===== src/rtl/apb_uart_pkg.sv =====
// apb_uart_pkg: register map, bit positions and FSM state types shared by the UART peripheral
package apb_uart_pkg;
    localparam logic [2:0] REG_DATA   = 3'd0;
    localparam logic [2:0] REG_STATUS = 3'd1;
    localparam logic [2:0] REG_CTRL   = 3'd2;
    localparam logic [2:0] REG_DIV    = 3'd3;
    localparam logic [2:0] REG_IRQ_EN = 3'd4;
    localparam int ST_TX_FULL   = 0;
    localparam int ST_TX_EMPTY  = 1;
    localparam int ST_RX_EMPTY  = 2;
    localparam int ST_RX_FULL   = 3;
    localparam int ST_TX_BUSY   = 4;
    localparam int ST_RX_OVR    = 5;
    localparam int ST_FRAME_ERR = 6;
    localparam int CTRL_TX_EN = 0;
    localparam int CTRL_RX_EN = 1;
    localparam int IRQ_RX  = 0;
    localparam int IRQ_TX  = 1;
    localparam int IRQ_ERR = 2;
    typedef enum logic [1:0] {TX_IDLE, TX_START, TX_DATA, TX_STOP} tx_state_e;
    typedef enum logic [1:0] {RX_IDLE, RX_START, RX_DATA, RX_STOP} rx_state_e;
endpackage


===== src/rtl/apb_uart_periph_if.sv =====
// apb_uart_if: APB3 bus bundle
//   master drives PADDR/PWDATA/PWRITE/PSEL/PENABLE, slave returns PRDATA/PREADY/PSLVERR
interface apb_uart_if #(
    parameter int APB_ADDR_WIDTH = 32,
    parameter int APB_DATA_WIDTH = 32
) ();
    logic [APB_ADDR_WIDTH-1:0] PADDR;
    logic [APB_DATA_WIDTH-1:0] PWDATA;
    logic                      PWRITE;
    logic                      PSEL;
    logic                      PENABLE;
    logic [APB_DATA_WIDTH-1:0] PRDATA;
    logic                      PREADY;
    logic                      PSLVERR;
    modport master (output PADDR, PWDATA, PWRITE, PSEL, PENABLE, input PRDATA, PREADY, PSLVERR);
    modport slave (input PADDR, PWDATA, PWRITE, PSEL, PENABLE, output PRDATA, PREADY, PSLVERR);
endinterface


===== src/rtl/uart_fifo.sv =====
// uart_fifo: synchronous count-based FIFO
//   clk/rst_n: clock, async active-low reset
//   push/wdata: write (ignored when full), pop: read (ignored when empty)
//   rdata: head entry, full/empty: occupancy flags
module uart_fifo #(
    parameter int WIDTH = 8,
    parameter int DEPTH = 8
) (
    input  logic             clk,
    input  logic             rst_n,
    input  logic             push,
    input  logic [WIDTH-1:0] wdata,
    input  logic             pop,
    output logic [WIDTH-1:0] rdata,
    output logic             full,
    output logic             empty
);
    localparam int AW = $clog2(DEPTH);
    if (DEPTH < 2 || (DEPTH & (DEPTH - 1)) != 0) begin : g_depth_check
        $error("uart_fifo DEPTH must be a power of two >= 2");
    end
    logic [WIDTH-1:0] mem_q [DEPTH];
    logic [AW-1:0] wr_ptr_q, wr_ptr_d, rd_ptr_q, rd_ptr_d;
    logic [AW:0] cnt_q, cnt_d;
    logic do_push, do_pop;
    assign full = cnt_q == (AW+1)'(DEPTH);
    assign empty = cnt_q == '0;
    assign rdata = mem_q[rd_ptr_q];
    // a push into a full FIFO is rejected even if a pop frees a slot this cycle
    assign do_push = push & ~full;
    assign do_pop = pop & ~empty;
    always_comb begin
        wr_ptr_d = wr_ptr_q + AW'(do_push);
        rd_ptr_d = rd_ptr_q + AW'(do_pop);
        cnt_d = cnt_q + (AW+1)'(do_push) - (AW+1)'(do_pop);
    end
    always_ff @(posedge clk) begin
        if (do_push) mem_q[wr_ptr_q] <= wdata;
    end
    always_ff @(posedge clk or negedge rst_n) begin
        if (!rst_n) begin
            wr_ptr_q <= '0;
            rd_ptr_q <= '0;
            cnt_q <= '0;
        end else begin
            wr_ptr_q <= wr_ptr_d;
            rd_ptr_q <= rd_ptr_d;
            cnt_q <= cnt_d;
        end
    end
endmodule


===== src/rtl/apb_uart_periph.sv =====
// apb_uart_periph: APB3 slave 8N1 UART with TX/RX byte FIFOs, baud divisor and level interrupt
//   CLK/RSTN: clock, async active-low reset
//   apb: APB3 slave port (zero wait states)
//   rx_i: serial input (asynchronous), tx_o: serial output (idle high), event_o: interrupt
module apb_uart_periph
    import apb_uart_pkg::*;
#(
    parameter int APB_ADDR_WIDTH = 32,
    parameter int APB_DATA_WIDTH = 32,
    parameter int FIFO_DEPTH = 8
) (
    input  logic       CLK,
    input  logic       RSTN,
    apb_uart_if.slave  apb,
    input  logic       rx_i,
    output logic       tx_o,
    output logic       event_o
);
    if (APB_ADDR_WIDTH < 5 || APB_DATA_WIDTH < 16) begin : g_width_check
        $error("apb_uart_periph needs APB_ADDR_WIDTH >= 5 and APB_DATA_WIDTH >= 16");
    end
    logic [2:0] idx;
    logic access, wr, rd, bad_addr;
    assign idx = apb.PADDR[4:2];
    assign access = apb.PSEL & apb.PENABLE;
    assign wr = access & apb.PWRITE;
    assign rd = access & ~apb.PWRITE;
    assign bad_addr = idx > REG_IRQ_EN;
    logic [1:0] ctrl_q, ctrl_d;
    logic [15:0] div_q, div_d;
    logic [2:0] irq_en_q, irq_en_d;
    logic rx_ovr_q, rx_ovr_d, frame_err_q, frame_err_d;
    logic rx_ovr_set, frame_set;
    logic tx_push, tx_pop, tx_full, tx_empty, rx_push, rx_pop, rx_full, rx_empty;
    logic [7:0] tx_rdata, rx_rdata;
    assign tx_push = wr & (idx == REG_DATA);
    assign rx_pop = rd & (idx == REG_DATA);
    tx_state_e tx_state_q, tx_state_d;
    logic [15:0] tx_cnt_q, tx_cnt_d, tx_div_q, tx_div_d;
    logic [2:0] tx_bit_q, tx_bit_d;
    logic [7:0] tx_shift_q, tx_shift_d;
    logic tx_q, tx_d, tx_tick, tx_busy;
    rx_state_e rx_state_q, rx_state_d;
    logic [15:0] rx_cnt_q, rx_cnt_d, rx_div_q, rx_div_d;
    logic [2:0] rx_bit_q, rx_bit_d;
    logic [7:0] rx_shift_q, rx_shift_d;
    logic rx_s1_q, rx_s2_q, rx_prev_q;
    logic rx_tick, rx_half, rx_fall;
    logic [16:0] rx_half_cnt;
    uart_fifo #(.WIDTH(8), .DEPTH(FIFO_DEPTH)) u_tx_fifo (
        .clk(CLK), .rst_n(RSTN), .push(tx_push), .wdata(apb.PWDATA[7:0]), .pop(tx_pop),
        .rdata(tx_rdata), .full(tx_full), .empty(tx_empty)
    );
    uart_fifo #(.WIDTH(8), .DEPTH(FIFO_DEPTH)) u_rx_fifo (
        .clk(CLK), .rst_n(RSTN), .push(rx_push), .wdata(rx_shift_q), .pop(rx_pop),
        .rdata(rx_rdata), .full(rx_full), .empty(rx_empty)
    );
    // Each bit latches its own period so a DIV write only lands on the next bit boundary.
    assign tx_tick = tx_cnt_q == tx_div_q;
    assign tx_busy = tx_state_q != TX_IDLE;
    always_comb begin
        tx_state_d = tx_state_q;
        tx_cnt_d = tx_cnt_q + 16'd1;
        tx_div_d = tx_div_q;
        tx_bit_d = tx_bit_q;
        tx_shift_d = tx_shift_q;
        tx_d = tx_q;
        tx_pop = 1'b0;
        if (tx_tick || tx_state_q == TX_IDLE) begin
            tx_cnt_d = '0;
            tx_div_d = div_q;
        end
        case (tx_state_q)
            TX_IDLE: if (ctrl_q[CTRL_TX_EN] && !tx_empty) begin
                tx_pop = 1'b1;
                tx_shift_d = tx_rdata;
                tx_d = 1'b0;
                tx_state_d = TX_START;
            end
            TX_START: if (tx_tick) begin
                tx_d = tx_shift_q[0];
                tx_bit_d = '0;
                tx_state_d = TX_DATA;
            end
            TX_DATA: if (tx_tick) begin
                tx_bit_d = tx_bit_q + 3'd1;
                tx_shift_d = tx_shift_q >> 1;
                tx_d = tx_bit_q == 3'd7 ? 1'b1 : tx_shift_q[1];
                tx_state_d = tx_bit_q == 3'd7 ? TX_STOP : TX_DATA;
            end
            TX_STOP: if (tx_tick) tx_state_d = TX_IDLE;
        endcase
    end
    // Start bit is re-checked (DIV+1)/2 clocks after the edge, landing mid-bit.
    assign rx_fall = rx_prev_q & ~rx_s2_q;
    assign rx_tick = rx_cnt_q == rx_div_q;
    assign rx_half_cnt = ({1'b0, rx_div_q} + 17'd1) >> 1;
    assign rx_half = {1'b0, rx_cnt_q} == rx_half_cnt - 17'd1;
    always_comb begin
        rx_state_d = rx_state_q;
        rx_cnt_d = rx_cnt_q + 16'd1;
        rx_div_d = rx_div_q;
        rx_bit_d = rx_bit_q;
        rx_shift_d = rx_shift_q;
        rx_push = 1'b0;
        rx_ovr_set = 1'b0;
        frame_set = 1'b0;
        if (rx_tick || rx_state_q == RX_IDLE) begin
            rx_cnt_d = '0;
            rx_div_d = div_q;
        end
        case (rx_state_q)
            RX_IDLE: if (ctrl_q[CTRL_RX_EN] && rx_fall) rx_state_d = RX_START;
            RX_START: if (rx_half) begin
                rx_cnt_d = '0;
                rx_div_d = div_q;
                rx_bit_d = '0;
                rx_state_d = rx_s2_q ? RX_IDLE : RX_DATA;
            end
            RX_DATA: if (rx_tick) begin
                rx_shift_d = {rx_s2_q, rx_shift_q[7:1]};
                rx_bit_d = rx_bit_q + 3'd1;
                rx_state_d = rx_bit_q == 3'd7 ? RX_STOP : RX_DATA;
            end
            RX_STOP: if (rx_tick) begin
                rx_push = rx_s2_q & ~rx_full;
                rx_ovr_set = rx_s2_q & rx_full;
                frame_set = ~rx_s2_q;
                rx_state_d = RX_IDLE;
            end
        endcase
    end
    always_comb begin
        ctrl_d = (wr && idx == REG_CTRL) ? apb.PWDATA[1:0] : ctrl_q;
        div_d = (wr && idx == REG_DIV) ? apb.PWDATA[15:0] : div_q;
        irq_en_d = (wr && idx == REG_IRQ_EN) ? apb.PWDATA[2:0] : irq_en_q;
        // a new error in the same cycle as its clear wins
        rx_ovr_d = (rx_ovr_q & ~(wr && idx == REG_STATUS && apb.PWDATA[ST_RX_OVR])) | rx_ovr_set;
        frame_err_d = (frame_err_q & ~(wr && idx == REG_STATUS && apb.PWDATA[ST_FRAME_ERR])) | frame_set;
    end
    logic [APB_DATA_WIDTH-1:0] rdata;
    always_comb begin
        rdata = '0;
        case (idx)
            REG_DATA: rdata[7:0] = rx_empty ? 8'd0 : rx_rdata;
            REG_STATUS: rdata[6:0] = {frame_err_q, rx_ovr_q, tx_busy, rx_full, rx_empty, tx_empty, tx_full};
            REG_CTRL: rdata[1:0] = ctrl_q;
            REG_DIV: rdata[15:0] = div_q;
            REG_IRQ_EN: rdata[2:0] = irq_en_q;
            default: rdata = '0;
        endcase
    end
    assign apb.PRDATA = rd ? rdata : '0;
    assign apb.PREADY = 1'b1;
    assign apb.PSLVERR = access & (bad_addr | (apb.PWRITE & (idx == REG_DATA) & tx_full));
    assign tx_o = tx_q;
    assign event_o = (irq_en_q[IRQ_RX] & ~rx_empty) | (irq_en_q[IRQ_TX] & tx_empty & ~tx_busy)
                   | (irq_en_q[IRQ_ERR] & (rx_ovr_q | frame_err_q));
    always_ff @(posedge CLK or negedge RSTN) begin
        if (!RSTN) begin
            ctrl_q <= '0;
            div_q <= '0;
            irq_en_q <= '0;
            rx_ovr_q <= 1'b0;
            frame_err_q <= 1'b0;
            tx_state_q <= TX_IDLE;
            tx_cnt_q <= '0;
            tx_div_q <= '0;
            tx_bit_q <= '0;
            tx_shift_q <= '0;
            tx_q <= 1'b1;
            rx_state_q <= RX_IDLE;
            rx_cnt_q <= '0;
            rx_div_q <= '0;
            rx_bit_q <= '0;
            rx_shift_q <= '0;
            rx_s1_q <= 1'b1;
            rx_s2_q <= 1'b1;
            rx_prev_q <= 1'b1;
        end else begin
            ctrl_q <= ctrl_d;
            div_q <= div_d;
            irq_en_q <= irq_en_d;
            rx_ovr_q <= rx_ovr_d;
            frame_err_q <= frame_err_d;
            tx_state_q <= tx_state_d;
            tx_cnt_q <= tx_cnt_d;
            tx_div_q <= tx_div_d;
            tx_bit_q <= tx_bit_d;
            tx_shift_q <= tx_shift_d;
            tx_q <= tx_d;
            rx_state_q <= rx_state_d;
            rx_cnt_q <= rx_cnt_d;
            rx_div_q <= rx_div_d;
            rx_bit_q <= rx_bit_d;
            rx_shift_q <= rx_shift_d;
            rx_s1_q <= rx_i;
            rx_s2_q <= rx_s1_q;
            rx_prev_q <= rx_s2_q;
        end
    end
endmodule


===== src/flat_wrapper.sv =====
// flat-port wrapper written by rule: the top's interface ports become plain ports
module apb_uart_periph_flat import apb_uart_pkg::*;
#(
    parameter int APB_ADDR_WIDTH = 32,
    parameter int APB_DATA_WIDTH = 32,
    parameter int FIFO_DEPTH = 8
)
  (CLK, RSTN, rx_i, tx_o, event_o, apb_PADDR, apb_PWDATA, apb_PWRITE, apb_PSEL, apb_PENABLE, apb_PRDATA, apb_PREADY, apb_PSLVERR);
  apb_uart_if #(.APB_ADDR_WIDTH(APB_ADDR_WIDTH), .APB_DATA_WIDTH(APB_DATA_WIDTH)) apb_i ();
  input  logic CLK;
  input  logic RSTN;
  input  logic rx_i;
  output logic tx_o;
  output logic event_o;
  input wire logic [$bits(apb_i.PADDR)-1:0] apb_PADDR;
  input wire logic [$bits(apb_i.PWDATA)-1:0] apb_PWDATA;
  input wire logic [$bits(apb_i.PWRITE)-1:0] apb_PWRITE;
  input wire logic [$bits(apb_i.PSEL)-1:0] apb_PSEL;
  input wire logic [$bits(apb_i.PENABLE)-1:0] apb_PENABLE;
  output wire logic [$bits(apb_i.PRDATA)-1:0] apb_PRDATA;
  output wire logic [$bits(apb_i.PREADY)-1:0] apb_PREADY;
  output wire logic [$bits(apb_i.PSLVERR)-1:0] apb_PSLVERR;
  assign apb_i.PADDR = apb_PADDR;
  assign apb_i.PWDATA = apb_PWDATA;
  assign apb_i.PWRITE = apb_PWRITE;
  assign apb_i.PSEL = apb_PSEL;
  assign apb_i.PENABLE = apb_PENABLE;
  assign apb_PRDATA = apb_i.PRDATA;
  assign apb_PREADY = apb_i.PREADY;
  assign apb_PSLVERR = apb_i.PSLVERR;
  apb_uart_periph #(.APB_ADDR_WIDTH(APB_ADDR_WIDTH), .APB_DATA_WIDTH(APB_DATA_WIDTH), .FIFO_DEPTH(FIFO_DEPTH)) u_core (.CLK(CLK), .RSTN(RSTN), .apb(apb_i), .rx_i(rx_i), .tx_o(tx_o), .event_o(event_o));
endmodule

===== config.mk =====
export PLATFORM = sky130hd
export DESIGN_NAME = apb_uart_periph_flat
export DESIGN_NICKNAME = d
export VERILOG_FILES = /design/src/rtl/apb_uart_pkg.sv /design/src/rtl/apb_uart_periph_if.sv /design/src/rtl/uart_fifo.sv /design/src/rtl/apb_uart_periph.sv /design/src/flat_wrapper.sv
export SDC_FILE = /design/constraint.sdc
export NUM_CORES = 1
export LEC_CHECK = 0
export CORE_UTILIZATION = 41
export CTS_CLUSTER_SIZE = 40
export DETAILED_ROUTE_END_ITERATION = 16
export PLACE_DENSITY_LB_ADDON = 0.1
export SLEW_MARGIN = 15
export SYNTH_ARGS = -nofsm -noshare
export SYNTH_HDL_FRONTEND = slang
export SYNTH_SLANG_ARGS = --single-unit
export TNS_END_PERCENT = 20

===== constraint.sdc =====
create_clock -name CLK -period 5.74 [get_ports CLK]
set_input_delay 0.574 -clock CLK [delete_from_list [all_inputs] [get_ports CLK]]
set_output_delay 0.574 -clock CLK [all_outputs]
set_load 0.03 [all_outputs]

# After elaboration in Yosys (flattened, before gate mapping)
# Memory sizes are Yosys's and may differ from the RTL's.
# Cells that the tools add are included.
# op_classes
addsub	14
order_cmp	1
n_eq_ne	25
muxes	53
bitwise_logic	36
n_reduce_logical	28
# ops
cell	n
16-bit two-way mux	8
16-bit by 1-bit adder with 16-bit output, second input constant	2
16-bit == test	2
8-bit two-way mux	4
1-bit bitwise AND	21
1-bit two-way mux	18
2-bit two-way mux	9
16-bit by 1-bit adder with 17-bit output, second input constant	1
16-bit by 17-bit == test with 1-bit output	1
16-bit by 1-bit subtractor with 17-bit output, second input constant	1
2-bit one-hot mux with 4 select lines	2
8-bit one-hot mux with 2 select lines	1
3-bit by 1-bit adder with 3-bit output	4
3-bit two-way mux	4
2-bit by 1-bit inequality test with 1-bit output, second input constant	6
3-bit one-hot mux with 2 select lines	2
4-bit one-hot mux with 3 select lines	1
4-bit AND reduction	3
2-bit one-hot mux with 5 select lines	1
3-bit == test, second input constant	3
1-bit NOT	9
3-bit AND reduction	3
4-bit by 1-bit adder with 4-bit output	2
2-bit == test, second input constant	4
other kinds (21)	45
# totals
ff_bits	137
mem_bits_rw	128
inputBits	70
output_inout_bits	36
elab_cells	184
mem_count	2
# mem_list
name	words	width	rd	rd_clocked_by_memory_dff	write_ports	line	source
u_core.u_rx_fifo.mem_q	8	8	1	0	1	uart_fifo.sv:22	logic [WIDTH-1:0] mem_q [DEPTH];
u_core.u_tx_fifo.mem_q	8	8	1	0	1	uart_fifo.sv:22	

# Depth between registers and ports, before layout
# depth
word_depth	8
depth_mapped	16
ltp_nobuf	12

# Hierarchy
# A second synthesis with hierarchy kept.
# hier_totals
cells_unflattened	1050
hier_area_um2	13379.1
# modules_own_cells
module	instances	cells_per_inst	area_each_um2	seq_area_each_um2
apb_uart_periph	1	762	7320.8	2932.8
uart_fifo	2	144	3029.2	2172.1

# Worst setup path before layout
# OpenSTA, ideal clock, no wires.
# synth_timing
kind	register -> register
from	reg u_core.rx_div_q[0]
to	reg u_core.rx_div_q[10]
setup_time_ps	125
arrival_ps	3674
required_ps	5615
setup_slack_ps	1941
stages_incl_launch_ff	13
path_buffers	2
period_less_slack_ps	3799
path_cell_list	dfrtp_1 > ha_1 > buf_2 > or3_1 > a211oi_1 > nor2_1 > or4_4 > nor3_1 > mux2_2 > or4_4 > o21ai_4 > buf_8 > mux2_4
# synth_between
elab_chain_cells	5
elab_cells_between_ends	8
cone_classes	2 x add/sub; 2 x eq/ne; 3 x mux; 1 x reduce/logical
# synth_lines
element	line	source
from (decl)	apb_uart_periph.sv:44	logic [15:0] rx_cnt_q, rx_cnt_d, rx_div_q, rx_div_d;
from (signal assigned)	apb_uart_periph.sv:194	rx_div_q <= rx_div_d;
16-bit by 1-bit adder with 17-bit output / 16-bit == test (equally long branches)	apb_uart_periph.sv:97, apb_uart_periph.sv:96	
16-bit by 1-bit subtractor with 17-bit output / 1-bit logical OR (equally long branches)	apb_uart_periph.sv:98, apb_uart_periph.sv:108	
16-bit by 17-bit == test with 1-bit output / 16-bit two-way mux (equally long branches)	apb_uart_periph.sv:98, apb_uart_periph.sv:108	
16-bit two-way mux	apb_uart_periph.sv:114	RX_START: if (rx_half) begin
16-bit two-way mux *	apb_uart_periph.sv:112	case (rx_state_q)
net u_core.rx_div_d[10]	apb_uart_periph.sv:44	
# Mark *: on every way through the listed nets, which the timed path passes. The rest lies on a longest branch.
# A chain may end at the register's enable or synchronous reset.

# Worst setup path in the final report
# layout_timing
from	reg u_core.rx_div_q[1]
to	reg u_core.rx_cnt_q[5]
# layout_between
elab_chain_cells	5
elab_cells_between_ends	8
cone_classes	2 x add/sub; 2 x eq/ne; 3 x mux; 1 x reduce/logical
# layout_lines
element	line	source
16-bit by 1-bit adder with 17-bit output / 16-bit == test (equally long branches)	apb_uart_periph.sv:97, apb_uart_periph.sv:96	
16-bit by 1-bit subtractor with 17-bit output / 1-bit logical OR (equally long branches)	apb_uart_periph.sv:98, apb_uart_periph.sv:108	
16-bit by 17-bit == test with 1-bit output / 16-bit two-way mux (equally long branches)	apb_uart_periph.sv:98, apb_uart_periph.sv:108	
16-bit two-way mux	apb_uart_periph.sv:114	
16-bit two-way mux *	apb_uart_periph.sv:112	
net u_core.rx_cnt_d[5]	apb_uart_periph.sv:44	
to (signal assigned)	apb_uart_periph.sv:193	rx_cnt_q <= rx_cnt_d;
to (decl)	apb_uart_periph.sv:44	
# Marked as above.

==> impl_metrics.py <==
metrics = {
    "die": {
        "ios": 106,
        "die_h_um": 180,
        "die_area_mm2": 0.0324,
        "initial_core_util_pct": 42.1,
        "fp-row-count": 64,
        "fp.coreArea_mm2": 0.0309,
        "die_width_um": 180,
    },
    "route": {
        "vias_per_cell": 5.24,
        "drtPass1Iterations": 6,
        "drt-initial-drc-count": 511,
        "vias": 7681,
        "antenna_left": 0,
        "avgRoutedWirePerCell_um": 18.7,
        "drc_errors": 0,
        "finalWirelength_um": 27500,
    },
    "grt": {
        "use_met1_pct": 25.0,
        "gr-usage-met2_pct": 28.4,
        "use_met3_pct": 2.34,
        "first_global_vias": 7926,
        "grt_start_max_net_pins": 94,
        "grt_pass1_wl_um": 44500,
        "track_usage_pct": 17.5,
        "antenna_found_initial": 0,
        "globalRouteOverflowTotal": 0,
        "grt_most_used_layer": "met2",
    },
    "timing": {
        "hold_violations": 0,
        "max_freq_mhz": 220,
        "setup_tns_ns": 0,
        "drv_slew": 0,
        "whs_ns": 0.0862,
        "fin_crit_sh_pct": 79.4,
        "min_period_ns": 4.56,
        "setup_viol": 0,
        "grt_setup_unrepaired": "false",
        "tightest_slew_ns": 0.950,
        "maxSlewHeadroom_pct": 36.7,
        "finClkSkew_ns": 0.0127,
        "setup_ws_ns": 1.18,
    },
    "clocking": {
        "cts.clk_slew.worst_paths_ns": 0.06,
        "cts_buffer_depth": 3,
        "cts_tree": "yes",
        "holdBufCountCts": 0,
        "post-cts-setup-buffer-count": 0,
        "cts_root_buf": "clkbuf_16",
        "cts_max_level": 1,
        "cts.sinks": 265,
        "cts_inserted_buffers": 30,
        "clk_latency_ns": 0.55,
        "cts_resized": 0,
    },
    "worst_setup_path": {
        "worst-path-max-fanout": 17,
        "critical_path.slowest_cell": "o21ai_4",
        "path_cells": "ha_1 > nand3_1 > nor3_1 > xor2_1 > or4_4 > nor3_1 > mux2_2 > or4_4 > o21ai_4 > buf_4 > nor2_1",
        "start_kind": "flop",
        "worstPathRequired_ns": 6.17,
        "ff2ff_setup_slack_ns": 1.18,
        "critical_path.max_stage_delay_ns": 0.60,
        "worst-setup-path-type": "reg2reg",
        "end_kind": "flop",
        "crit_arrival_ns": 4.99,
    },
    "synth": {
        "syn_area_per_cell_um2": 12.8,
        "synth-main-ff-cell": "dfrtp_1",
        "yosysUniqueCellTypes": 67,
        "synth_area_leader_cell": "edfxtp_1",
        "ys_top_cells_by_count": "133 x dfrtp_1, 128 x edfxtp_1, 86 x nor2_1, 65 x xnor2_1, 63 x nand2_1",
        "synthArstFlopShare_pct": 51.7,
        "synth_top_area_share_pct": 29.6,
        "synth_seq_cells": 265,
        "yosysMostFrequentCell": "dfrtp_1",
        "synth_area_mm2": 0.0130,
        "synth_enable_flop_cells": 128,
        "yosys-top-cells-area": "edfxtp_1 30%, dfrtp_1 26%, mux4_2 5.5%",
        "yosys_warnings": 0,
        "yosysSeqAreaShare_pct": 56.0,
        "syn_inst": 1018,
    },
    "placement": {
        "place_ws_ns": 1.17,
        "dpl.cell_count": 1409,
        "placed_cell_area_mm2": 0.0137,
        "port_buffers": 43,
        "dpl.hpwl_um": 18500,
        "routabilityCongestion": 0.793,
    },
    "cells_and_area": {
        "nets": 1153,
        "n_fill_cell": 2781,
        "register_area_mm2": 0.00728,
        "fin_cells": 1465,
        "fin_area_mm2": 0.0148,
        "diodes": 0,
        "drive_above_1_share_pct": 16.8,
        "multi_input_area_mm2": 0.00531,
        "area_growth_pct": 13.8,
    },
    "flow_run": {
        "maxCapViolCount": 0,
    },
    "status": {
        "status": "finished clean",
    },
    "power": {
        "power_density_mw_per_mm2": 454,
        "peakVddDrop_v": 0.000231,
        "leakage_nw": 5.75,
    },
    "worst_hold_path": {
        "hold_class": "in2async",
    },
}
## kinds of logic (layout without fill, tap and decap cells)
kind of cell	Yosys count	in the layout	share of synthesized area, %
and+or+nand+nor	290	290	11.0
adders and majority gates	38	38	3.77
muxes	130	130	14.1
DFF	265	265	56.0
xor gates and xnor gates	99	99	6.67
AOI/OAI and AO/OA	93	93	4.71
other	2	17	0.0578
buffers and inverters	101	137	3.73
## cell usage in the layout (no fill, tap or decap), types with 8 or more instances in the layout
master,netlist,layout
o21ai_0,31,31
inv_1,31,31
mux2i_1,25,25
nor3_1,17,15
nand4_1,15,15
and3_1,15,15
a21oi_1,19,19
nand3_1,34,34
and2_1,12,12
xor2_1,34,34
ha_1,36,36
nor4_1,8,8
nand2b_1,11,11
clkdlybuf4s50_1,0,42
mux2_2,60,60
clkbuf_16,0,30
mux4_2,32,32
mux2_4,10,10
dfrtp_1,133,132
xnor2_1,65,65
conb_1,2,17
nand2_1,63,63
nor2_1,86,86
edfxtp_1,128,128
## where the power goes
group	switching [mW]	total [mW]	leakage [nW]	internal, mW
Clock	0.797	2.10	0.529	1.31
Sequential	0.417	2.67	2.98	2.25
Combinational	0.941	1.94	2.24	0.997
## stage by stage
stage / util, % / power, mW
after floorplan: - / 4.22
after global placement: 44.3 / 4.64
after detailed placement: 44.3 / 4.67
after CTS: 47.8 / 6.80
after global routing: 47.8 / 7.13
final: 47.8 / 6.71
## final timing paths
check,from,end,depth (start not counted)
hold reg to reg,u_core.rx_s1_q$_DFF_PN1_,u_core.rx_s2_q$_DFF_PN1_,0
hold / removal,RSTN,u_core.u_tx_fifo.wr_ptr_q[2]$_DFF_PN0_,1
max in group asynchronous,RSTN,u_core.rx_bit_q[0]$_DFFE_PN0P_,2
setup / recovery,u_core.rx_div_q[1]$_DFF_PN0_,u_core.rx_cnt_q[5]$_DFF_PN0_,11
min in group CLK,u_core.rx_s1_q$_DFF_PN1_,u_core.rx_s2_q$_DFF_PN1_,0
setup reg to reg,u_core.rx_div_q[1]$_DFF_PN0_,u_core.rx_cnt_q[5]$_DFF_PN0_,11
## state kept, by name, indices dropped and copies added, names as in the netlist, 4 cells and up, named ones only
signal,cells
u_core.tx_div_q,16
u_core.u_rx_fifo.mem_q,64
u_core.tx_shift_q,8
u_core.u_rx_fifo.cnt_q,4
u_core.rx_shift_q,8
u_core.tx_cnt_q,16
u_core.rx_div_q,16
u_core.div_q,16
u_core.u_tx_fifo.mem_q,64
u_core.rx_cnt_q,16
u_core.u_tx_fifo.cnt_q,4
## final cells by class
class,count,share of cell area (%)
clock inverter,22,2.19
inverter,31,0.787
tap,396,3.35
sequential,265,49.2
multi-input combinational,667,35.9
clock buffer,34,5.31
timing repair buffer,50,3.27
## per-layer routing
metal / up-vias / part of all wire (%) / wire length, µm
met5: - / 0 / 0
met4: 0 / 2.0 / 550
met3: 42 / 3.0 / 823
met2: 125 / 47 / 12800
met1: 3817 / 48 / 13300
li1: 3697 / - / -
## worst max-delay path, delay by kind of cell (launching register included)
| family | cells | cell delay, ns |
|---|---|---|
| and+or+nand+nor | 6 | 2.01 |
| AOI/OAI and AO/OA | 1 | 0.60 |
| DFF | 1 | 0.54 |
| adders and majority gates | 1 | 0.40 |
| muxes | 1 | 0.37 |
| buffers and inverters | 1 | 0.34 |
| xor gates and xnor gates | 1 | 0.17 |
Note: power is estimated with default switching activity, not from simulation.
